`src/rtl/aidc_lite_comp_mc_sched.sv`:
```
// ----------------------------------------------------------------------------
// aidc_lite_comp_mc_sched
//   Multi-channel job scheduler for the AIDC-Lite compression engine.
//   Holds CH_CNT job descriptors (src, dst, len) programmed over APB, picks
//   pending jobs round-robin and hands them to the shared engine one at a
//   time over a start/done pulse handshake.
//
//   Optional feature macro: AIDC_LITE_COMP_MC_IRQ_EN (per-channel completion
//   interrupt with IRQ_STAT/IRQ_MASK registers at 0x204/0x208).
//
// Ports
//   clk, rst_n            clock, asynchronous active-low reset
//   psel .. pwdata        APB slave request (12-bit byte address)
//   prdata, pready,
//   pslverr               APB response, zero wait states
//   src_addr_o,
//   dst_addr_o, len_o,
//   ch_id_o               descriptor of the granted job, held until next grant
//   start_o               one-cycle job start pulse
//   done_i                one-cycle engine completion pulse
//   irq_o                 completion interrupt (0 unless the macro is defined)
// ----------------------------------------------------------------------------
module aidc_lite_comp_mc_sched #(
    parameter int unsigned CH_CNT = 4,
    parameter int unsigned ADDR_W = 32
) (
    input  logic              clk,
    input  logic              rst_n,
    input  logic              psel,
    input  logic              penable,
    input  logic [11:0]       paddr,
    input  logic              pwrite,
    input  logic [31:0]       pwdata,
    output logic [31:0]       prdata,
    output logic              pready,
    output logic              pslverr,
    output logic [ADDR_W-1:0] src_addr_o,
    output logic [ADDR_W-1:0] dst_addr_o,
    output logic [24:0]       len_o,
    output logic [3:0]        ch_id_o,
    output logic              start_o,
    input  logic              done_i,
    output logic              irq_o
);

    localparam logic [4:0]  OFF_SRC    = 5'h00;
    localparam logic [4:0]  OFF_DST    = 5'h04;
    localparam logic [4:0]  OFF_LEN    = 5'h08;
    localparam logic [4:0]  OFF_CMD    = 5'h0C;
    localparam logic [4:0]  OFF_STAT   = 5'h10;
    localparam logic [11:0] ADDR_ACT   = 12'h200;
    localparam logic [11:0] ADDR_ISTAT = 12'h204;
    localparam logic [11:0] ADDR_IMASK = 12'h208;
    localparam logic [4:0]  CH_CNT5    = 5'(CH_CNT);

    typedef enum logic [1:0] {StIdle, StIssue, StWait} state_e;

    state_e r_state, w_state_d;

    logic [ADDR_W-1:0] r_src [CH_CNT];
    logic [ADDR_W-1:0] r_dst [CH_CNT];
    logic [24:0]       r_len [CH_CNT];
    logic [CH_CNT-1:0] r_pend, r_busy, r_done;
    logic [3:0]        r_rr;
    logic [ADDR_W-1:0] r_src_out, r_dst_out;
    logic [24:0]       r_len_out;
    logic [3:0]        r_ch_id;

    // ---------------- APB decode ----------------
    logic              w_access, w_wr, w_rd, w_we;
    logic              w_ch_ok, w_off_ok, w_glob_hit, w_mapped, w_locked;
    logic              w_is_desc, w_is_cmd, w_is_stat, w_kick_req, w_err;
    logic [3:0]        w_ch;
    logic [4:0]        w_off;
    logic [CH_CNT-1:0] w_sel, w_kick_vec, w_w1c_vec;

    assign w_access   = psel & penable;
    assign w_wr       = w_access & pwrite;
    assign w_rd       = w_access & ~pwrite;
    assign w_ch       = paddr[8:5];
    assign w_off      = paddr[4:0];
    assign w_ch_ok    = (paddr[11:9] == 3'b000) && ({1'b0, w_ch} < CH_CNT5);
    assign w_is_desc  = (w_off == OFF_SRC) || (w_off == OFF_DST) || (w_off == OFF_LEN);
    assign w_is_cmd   = (w_off == OFF_CMD);
    assign w_is_stat  = (w_off == OFF_STAT);
    assign w_off_ok   = w_is_desc || w_is_cmd || w_is_stat;
    assign w_kick_req = w_is_cmd & pwdata[0];
`ifdef AIDC_LITE_COMP_MC_IRQ_EN
    assign w_glob_hit = (paddr == ADDR_ACT) || (paddr == ADDR_ISTAT) || (paddr == ADDR_IMASK);
`else
    assign w_glob_hit = (paddr == ADDR_ACT);
`endif
    assign w_mapped   = (w_ch_ok & w_off_ok) | w_glob_hit;

    always_comb begin
        w_sel = '0;
        for (int c = 0; c < CH_CNT; c++) begin
            w_sel[c] = w_ch_ok && (w_ch == 4'(c));
        end
    end

    // A job the engine owns (or is about to own) must not change under it.
    assign w_locked = |(w_sel & (r_pend | r_busy));
    assign w_err    = w_access & (~w_mapped |
                      (pwrite & w_ch_ok & w_locked & (w_is_desc | w_kick_req)));
    assign w_we     = w_wr & ~w_err;

    assign w_kick_vec = (w_we && w_ch_ok && w_kick_req)           ? w_sel : '0;
    assign w_w1c_vec  = (w_we && w_ch_ok && w_is_stat && pwdata[2]) ? w_sel : '0;

    // ---------------- Round-robin pick ----------------
    logic [2*CH_CNT-1:0] w_pend2;
    logic [4:0]          w_sum;
    logic [3:0]          w_pick;
    logic                w_any_pend;
    logic [ADDR_W-1:0]   w_pick_src, w_pick_dst;
    logic [24:0]         w_pick_len;

    always_comb begin
        // Rotate so bit 0 is the channel at the rr pointer; first set bit wins.
        w_pend2    = {r_pend, r_pend} >> r_rr;
        w_any_pend = 1'b0;
        w_pick     = '0;
        w_sum      = '0;
        for (int i = 0; i < CH_CNT; i++) begin
            if (!w_any_pend && w_pend2[i]) begin
                w_any_pend = 1'b1;
                w_sum      = {1'b0, r_rr} + 5'(i);
                if (w_sum >= CH_CNT5) begin
                    w_sum = w_sum - CH_CNT5;
                end
                w_pick = w_sum[3:0];
            end
        end
        w_pick_src = '0;
        w_pick_dst = '0;
        w_pick_len = '0;
        for (int c = 0; c < CH_CNT; c++) begin
            if (w_pick == 4'(c)) begin
                w_pick_src = r_src[c];
                w_pick_dst = r_dst[c];
                w_pick_len = r_len[c];
            end
        end
    end

    // ---------------- Job FSM ----------------
    logic              w_issue, w_fin;
    logic [CH_CNT-1:0] w_cur_vec, w_done_set;

    always_comb begin
        w_cur_vec = '0;
        for (int c = 0; c < CH_CNT; c++) begin
            w_cur_vec[c] = (r_ch_id == 4'(c));
        end
    end

    assign w_issue    = (r_state == StIssue);
    assign w_fin      = (r_state == StWait) & done_i;
    assign w_done_set = w_fin ? w_cur_vec : '0;

    always_comb begin
        w_state_d = r_state;
        start_o   = 1'b0;
        case (r_state)
            StIdle:  if (w_any_pend) w_state_d = StIssue;
            StIssue: begin
                start_o   = 1'b1;
                w_state_d = StWait;
            end
            StWait:  if (done_i) w_state_d = StIdle;
            default: w_state_d = StIdle;
        endcase
    end

    always_ff @(posedge clk or negedge rst_n) begin
        if (!rst_n) begin
            r_state <= StIdle;
        end else begin
            r_state <= w_state_d;
        end
    end

    always_ff @(posedge clk or negedge rst_n) begin
        if (!rst_n) begin
            r_src_out <= '0;
            r_dst_out <= '0;
            r_len_out <= '0;
            r_ch_id   <= '0;
            r_rr      <= '0;
        end else begin
            if (r_state == StIdle && w_any_pend) begin
                r_src_out <= w_pick_src;
                r_dst_out <= w_pick_dst;
                r_len_out <= w_pick_len;
                r_ch_id   <= w_pick;
            end
            if (w_fin) begin
                r_rr <= (r_ch_id == 4'(CH_CNT - 1)) ? 4'd0 : r_ch_id + 4'd1;
            end
        end
    end

    // ---------------- Channel state ----------------
    always_ff @(posedge clk or negedge rst_n) begin
        if (!rst_n) begin
            for (int c = 0; c < CH_CNT; c++) begin
                r_src[c] <= '0;
                r_dst[c] <= '0;
                r_len[c] <= '0;
            end
        end else begin
            for (int c = 0; c < CH_CNT; c++) begin
                if (w_we && w_sel[c]) begin
                    if (w_off == OFF_SRC) r_src[c] <= pwdata[ADDR_W-1:0];
                    if (w_off == OFF_DST) r_dst[c] <= pwdata[ADDR_W-1:0];
                    if (w_off == OFF_LEN) r_len[c] <= pwdata[31:7];
                end
            end
        end
    end

    always_ff @(posedge clk or negedge rst_n) begin
        if (!rst_n) begin
            r_pend <= '0;
            r_busy <= '0;
            r_done <= '0;
        end else begin
            r_pend <= (r_pend | w_kick_vec) & ~(w_issue ? w_cur_vec : '0);
            r_busy <= (r_busy | (w_issue ? w_cur_vec : '0)) & ~w_done_set;
            // Hardware set beats a same-cycle W1C.
            r_done <= (r_done & ~w_w1c_vec) | w_done_set;
        end
    end

    // ---------------- Interrupt ----------------
`ifdef AIDC_LITE_COMP_MC_IRQ_EN
    logic [CH_CNT-1:0] r_irq_stat, r_irq_mask, w_irq_stat_d, w_irq_mask_d;
    logic              r_irq;

    always_comb begin
        w_irq_stat_d = r_irq_stat;
        w_irq_mask_d = r_irq_mask;
        if (w_we && paddr == ADDR_ISTAT) w_irq_stat_d = r_irq_stat & ~pwdata[CH_CNT-1:0];
        if (w_we && paddr == ADDR_IMASK) w_irq_mask_d = pwdata[CH_CNT-1:0];
        w_irq_stat_d = w_irq_stat_d | w_done_set;
    end

    // Built from next-state so irq_o rises the cycle right after done_i.
    always_ff @(posedge clk or negedge rst_n) begin
        if (!rst_n) begin
            r_irq_stat <= '0;
            r_irq_mask <= '0;
            r_irq      <= 1'b0;
        end else begin
            r_irq_stat <= w_irq_stat_d;
            r_irq_mask <= w_irq_mask_d;
            r_irq      <= |(w_irq_stat_d & w_irq_mask_d);
        end
    end

    assign irq_o = r_irq;
`else
    assign irq_o = 1'b0;
`endif

    // ---------------- Read data ----------------
    logic [31:0] w_rdata;

    always_comb begin
        w_rdata = '0;
        if (w_rd && w_mapped) begin
            if (w_ch_ok) begin
                for (int c = 0; c < CH_CNT; c++) begin
                    if (w_sel[c]) begin
                        case (w_off)
                            OFF_SRC:  w_rdata = 32'(r_src[c]);
                            OFF_DST:  w_rdata = 32'(r_dst[c]);
                            OFF_LEN:  w_rdata = {r_len[c], 7'd0};
                            OFF_STAT: w_rdata = {29'd0, r_done[c], r_busy[c], r_pend[c]};
                            default:  w_rdata = '0;
                        endcase
                    end
                end
            end else if (paddr == ADDR_ACT) begin
                w_rdata = {(r_state != StIdle), 27'd0, r_ch_id};
            end
`ifdef AIDC_LITE_COMP_MC_IRQ_EN
            else if (paddr == ADDR_ISTAT) begin
                w_rdata = 32'(r_irq_stat);
            end else if (paddr == ADDR_IMASK) begin
                w_rdata = 32'(r_irq_mask);
            end
`endif
        end
    end

    assign prdata     = w_rdata;
    assign pslverr    = w_err;
    assign pready     = 1'b1;
    assign src_addr_o = r_src_out;
    assign dst_addr_o = r_dst_out;
    assign len_o      = r_len_out;
    assign ch_id_o    = r_ch_id;

endmodule
```
`config.mk`:
```
export PLATFORM = sky130hd
export DESIGN_NAME = aidc_lite_comp_mc_sched
export DESIGN_NICKNAME = d
export VERILOG_FILES = /design/src/rtl/aidc_lite_comp_mc_sched.sv
export SDC_FILE = /design/constraint.sdc
export NUM_CORES = 1
export LEC_CHECK = 0
export ABC_CLOCK_PERIOD_IN_PS = 3400
export CAP_MARGIN = 20
export CORE_AREA = 5 5 270 272
export DETAILED_ROUTE_END_ITERATION = 12
export DIE_AREA = 0 0 275 277
export PLACE_DENSITY = 0.54
export SYNTH_ARGS = -nofsm -noshare
export SYNTH_HDL_FRONTEND = slang
export SYNTH_SLANG_ARGS = --single-unit
```
`constraint.sdc`:
```
create_clock -name clk -period 3.4 [get_ports clk]
set_input_delay 0.34 -clock clk [delete_from_list [all_inputs] [get_ports clk]]
set_output_delay 0.34 -clock clk [all_outputs]
set_load 0.1 [all_outputs]
```
==> metrics.txt <==
# TYPE chip_impl_metric gauge
chip_impl_metric{name="power-per-cell-area",unit="nW/um2"} 411
chip_impl_metric{name="globalRoute.totalOverflow",unit=""} 0
chip_impl_metric{name="timing.setup.tns",unit="ps"} 0
chip_impl_metric{name="portBuffers",unit=""} 176
chip_impl_metric{name="worst-slew-pin-transition",unit="ps"} 1040
chip_impl_info{name="final_common_cell",value="sky130_fd_sc_hd__dfrtp_1"} 1
chip_impl_metric{name="largest_net_degree_at_the_start_of_global_routing",unit=""} 95
chip_impl_metric{name="preCtsSetupSlack",unit="ps"} 59.4
chip_impl_metric{name="finish.utilization",unit="%"} 42.4
chip_impl_metric{name="critical_path_required",unit="ps"} 3060
chip_impl_metric{name="rows",unit=""} 98
chip_impl_metric{name="routed_via_density",unit=""} 5.58
chip_impl_metric{name="cts_inserted_buffers",unit=""} 54
chip_impl_info{name="critPathLaunchType",value="primary input"} 1
chip_impl_metric{name="grt_antenna_before_repair",unit=""} 6
chip_impl_metric{name="synth.lib_cells_used.distinct",unit=""} 77
chip_impl_info{name="worst_path_cell_trace",value="clkdlybuf4s50_1 > or4_4 > or3_2 > buf_4 > a2bb2oi_1 > nor2_1 > buf_12"} 1
chip_impl_metric{name="fin_worst_skew",unit="ps"} 35.3
chip_impl_metric{name="filler_cell_count",unit=""} 6560
chip_impl_metric{name="globalplace.congestion",unit=""} 0.873
chip_impl_metric{name="post_route_cells_drive_above_1_share",unit="%"} 27.8
chip_impl_metric{name="drv_slew",unit=""} 0
chip_impl_metric{name="detailedPlacementHpwl",unit="um"} 50300
chip_impl_metric{name="synthSimpleGateAreaFrac",unit="%"} 6.79
chip_impl_metric{name="final-hold-violation-count",unit=""} 0
chip_impl_metric{name="ys.warnings.count",unit=""} 0
chip_impl_metric{name="timing.fmax",unit="GHz"} 0.305
chip_impl_metric{name="mappedNetlistArea",unit="um2"} 24300
chip_impl_metric{name="synth_fp_nets",unit=""} 2119
chip_impl_metric{name="detail_route.iter0.violations",unit=""} 1446
chip_impl_metric{name="post-route-period-util",unit="%"} 96.6
chip_impl_metric{name="max_cap_viol_count",unit=""} 0
chip_impl_metric{name="cts_num_sinks",unit=""} 467
chip_impl_metric{name="cp_slowest_stage_delay",unit="ps"} 590
chip_impl_info{name="combinational_family_with_the_most_area_after_synthesis",value="multiplexers"} 1
chip_impl_metric{name="ir_drop",unit="uV"} 433
chip_impl_metric{name="cts-root-to-sink-buffers",unit=""} 3
chip_impl_metric{name="die_height",unit="um"} 277
chip_impl_metric{name="final_area",unit="um2"} 29900
chip_impl_metric{name="synthCells",unit=""} 2055
chip_impl_info{name="yosys_most_used_dff",value="sky130_fd_sc_hd__dfrtp_1"} 1
chip_impl_info{name="cts.root.buffer_cell",value="sky130_fd_sc_hd__clkbuf_16"} 1
chip_impl_metric{name="min_period",unit="ps"} 3280
chip_impl_metric{name="drt.antenna.violating_nets",unit=""} 0
chip_impl_info{name="outcome",value="complete, no violations"} 1
chip_impl_metric{name="average_cell_area_after_synthesis",unit="um2"} 11.8
chip_impl_metric{name="reg2reg_setup_slack",unit="ps"} 230
chip_impl_metric{name="floorplan.initialDensity",unit="%"} 34.4
chip_impl_metric{name="num-nets-final",unit=""} 2275
chip_impl_metric{name="fp.coreArea",unit="um2"} 70500
chip_impl_metric{name="pnr_total_power",unit="mW"} 12.3
chip_impl_metric{name="leak_pwr",unit="nW"} 14.7
chip_impl_metric{name="max_slew_margin",unit="%"} 30.7
chip_impl_metric{name="clkLatencyLatePin",unit="ps"} 640
chip_impl_info{name="grt_setup_unrepaired",value="no"} 1
chip_impl_info{name="setup.worst_path.end_class",value="output pin"} 1
chip_impl_metric{name="crit_path_max_fanout",unit=""} 24
chip_impl_metric{name="post_cts_buffers",unit=""} 0
chip_impl_metric{name="synth_compound_gate_area_share",unit="%"} 10.9
chip_impl_metric{name="num_io_pins",unit=""} 179
chip_impl_metric{name="via_count_of_the_first_global_routing_pass",unit=""} 18500
chip_impl_info{name="worst_path_max_delay_cell",value="sky130_fd_sc_hd__or4_4"} 1
chip_impl_metric{name="drt_pass1_iterations",unit=""} 5
chip_impl_metric{name="synth_fa_ha_area_share",unit="%"} 0.722
chip_impl_metric{name="critical_path_arrival",unit="ps"} 2940
chip_impl_metric{name="synth_seq_area_share",unit="%"} 48.1
chip_impl_metric{name="global_route.usage.total",unit="%"} 20.1
chip_impl_metric{name="clk_pin_slew_worst_paths",unit="ps"} 60
chip_impl_metric{name="drc_errors",unit=""} 0
chip_impl_metric{name="route.vias.total",unit=""} 17900
chip_impl_metric{name="synth_enable_flop_cells",unit=""} 0
chip_impl_metric{name="final.setup.worst_slack",unit="ps"} 117
chip_impl_metric{name="htree_levels",unit=""} 2
chip_impl_info{name="crit_type",value="in2out"} 1
chip_impl_metric{name="synth_mux_area_share",unit="%"} 29.0
chip_impl_metric{name="wl_per_cell",unit="um"} 24.5
chip_impl_metric{name="totalWireLength",unit="um"} 78600
chip_impl_metric{name="yosys_register_bits",unit=""} 467
chip_impl_metric{name="areaGrowthSynthToFinish",unit="%"} 23.2
chip_impl_info{name="most_frequent_cells_in_the_layout",value="sky130_fd_sc_hd__dfrtp_1 (467), sky130_fd_sc_hd__mux2_2 (301), sky130_fd_sc_hd__mux2i_1 (281)"} 1
chip_impl_metric{name="setup-violations-final",unit=""} 0
chip_impl_metric{name="placed_cell_area",unit="um2"} 28000
chip_impl_info{name="tritoncts_clock_tree",value="yes"} 1
chip_impl_metric{name="grt_first_pass_wirelength",unit="um"} 119000
chip_impl_info{name="hold_path.class",value="in2async"} 1
chip_impl_metric{name="die_x",unit="um"} 275
chip_impl_metric{name="asyncSetResetFlopFracSynth",unit="%"} 100
chip_impl_metric{name="synth_xor_area_share",unit="%"} 0.253
chip_impl_metric{name="die_area",unit="um2"} 76200
## layout make-up
class / instances / area (um2) / share of cell area [%]
antenna: 5 / 12.5 / 0.0418
sequential: 467 / 11700 / 39.1
inverter: 13 / 48.8 / 0.163
clock buffer: 87 / 1700 / 5.67
clock inverter: 10 / 199 / 0.665
multi-input combinational: 1395 / 11700 / 39.1
tap: 950 / 1190 / 3.98
timing repair buffer: 280 / 3370 / 11.3
## worst paths after layout
kind,start,endpoint,cells past startpoint
max in group asynchronous,rst_n,r_len[15],3
max,paddr[10],prdata[26],7
min reg2reg,dst_addr_o[6],dst_addr_o[6],2
min,rst_n,r_rr[2],2
min in group clk,done_i,r_state[1],2
max reg2reg,r_rr[0],src_addr_o[16],12
## worst max-delay path: cells and delay by family
kind | cells | cell delay (ps)
compound gates | 1 | 250
buf+inv | 3 | 950
simple gates | 3 | 1360
## logic make-up (layout without fill, tap and decap cells)
logic type | after synthesis | count (layout)
DFF | 467 | 467
xor gates and xnor gates | 7 | 7
AOI/OAI and AO/OA | 376 | 376
other | 2 | 7
and+or+nand+nor | 356 | 356
adders and majority gates | 14 | 14
muxes | 640 | 640
buffers and inverters | 193 | 390
## metrics by stage
stage | std cells | hold WS, ps
finish | 3207 | 289
detailed placement | 3104 | 338
floorplan | 2055 | 44.4
CTS | 3202 | 283
global placement | 3104 | 337
global route | 3202 | 322
## layer usage
layer  track usage [%]  share of wire (%)  up-vias
met1              28.8                 45     9255
met3              4.05                6.5      116
met2              31.4                 46      593
met5                 0              0.017        -
li1                  -                  -     7914
met4              5.06                2.1        2
## sequential cells by signal (all words and copies together) (netlist names)
name        count
r_len         100
r_state         2
r_pend          4
dst_addr_o     32
r_done          4
src_addr_o     32
r_rr            4
r_dst         128
ch_id_o         4
len_o          25
r_busy          4
r_src         128
## synth_stat cells, types with 12 or more instances
cell | count | area (um2)
sky130_fd_sc_hd__o221ai_1 | 90 | 788
sky130_fd_sc_hd__buf_2 | 34 | 170
sky130_fd_sc_hd__a211oi_1 | 52 | 390
sky130_fd_sc_hd__a21oi_1 | 83 | 415
sky130_fd_sc_hd__nor3_1 | 16 | 80.1
sky130_fd_sc_hd__a2bb2oi_1 | 23 | 201
sky130_fd_sc_hd__nand2_1 | 164 | 616
sky130_fd_sc_hd__ha_1 | 14 | 175
sky130_fd_sc_hd__nor2_1 | 105 | 394
sky130_fd_sc_hd__o21ai_0 | 62 | 310
sky130_fd_sc_hd__buf_4 | 45 | 338
sky130_fd_sc_hd__dfrtp_1 | 467 | 11700
sky130_fd_sc_hd__mux2i_1 | 281 | 2810
sky130_fd_sc_hd__a22oi_1 | 13 | 97.6
sky130_fd_sc_hd__mux2_2 | 301 | 3390
sky130_fd_sc_hd__mux2_1 | 16 | 180
sky130_fd_sc_hd__nand3_1 | 12 | 60.1
sky130_fd_sc_hd__clkbuf_1 | 84 | 315
sky130_fd_sc_hd__mux2_4 | 40 | 601
## power by group
part,internal (mW),total (mW),switching [mW]
Clock,3.65,6.10,2.45
Combinational,0.189,0.610,0.421
Sequential,5.56,5.57,0.00503
## repair_timing
item,CTS,global route
endpoints found under the hold margin,53,0
hold buffers,1,0
setup endpoints to repair,0,42
gates resized for setup,0,3
No activity file was read; power rests on OpenSTA's default activity.
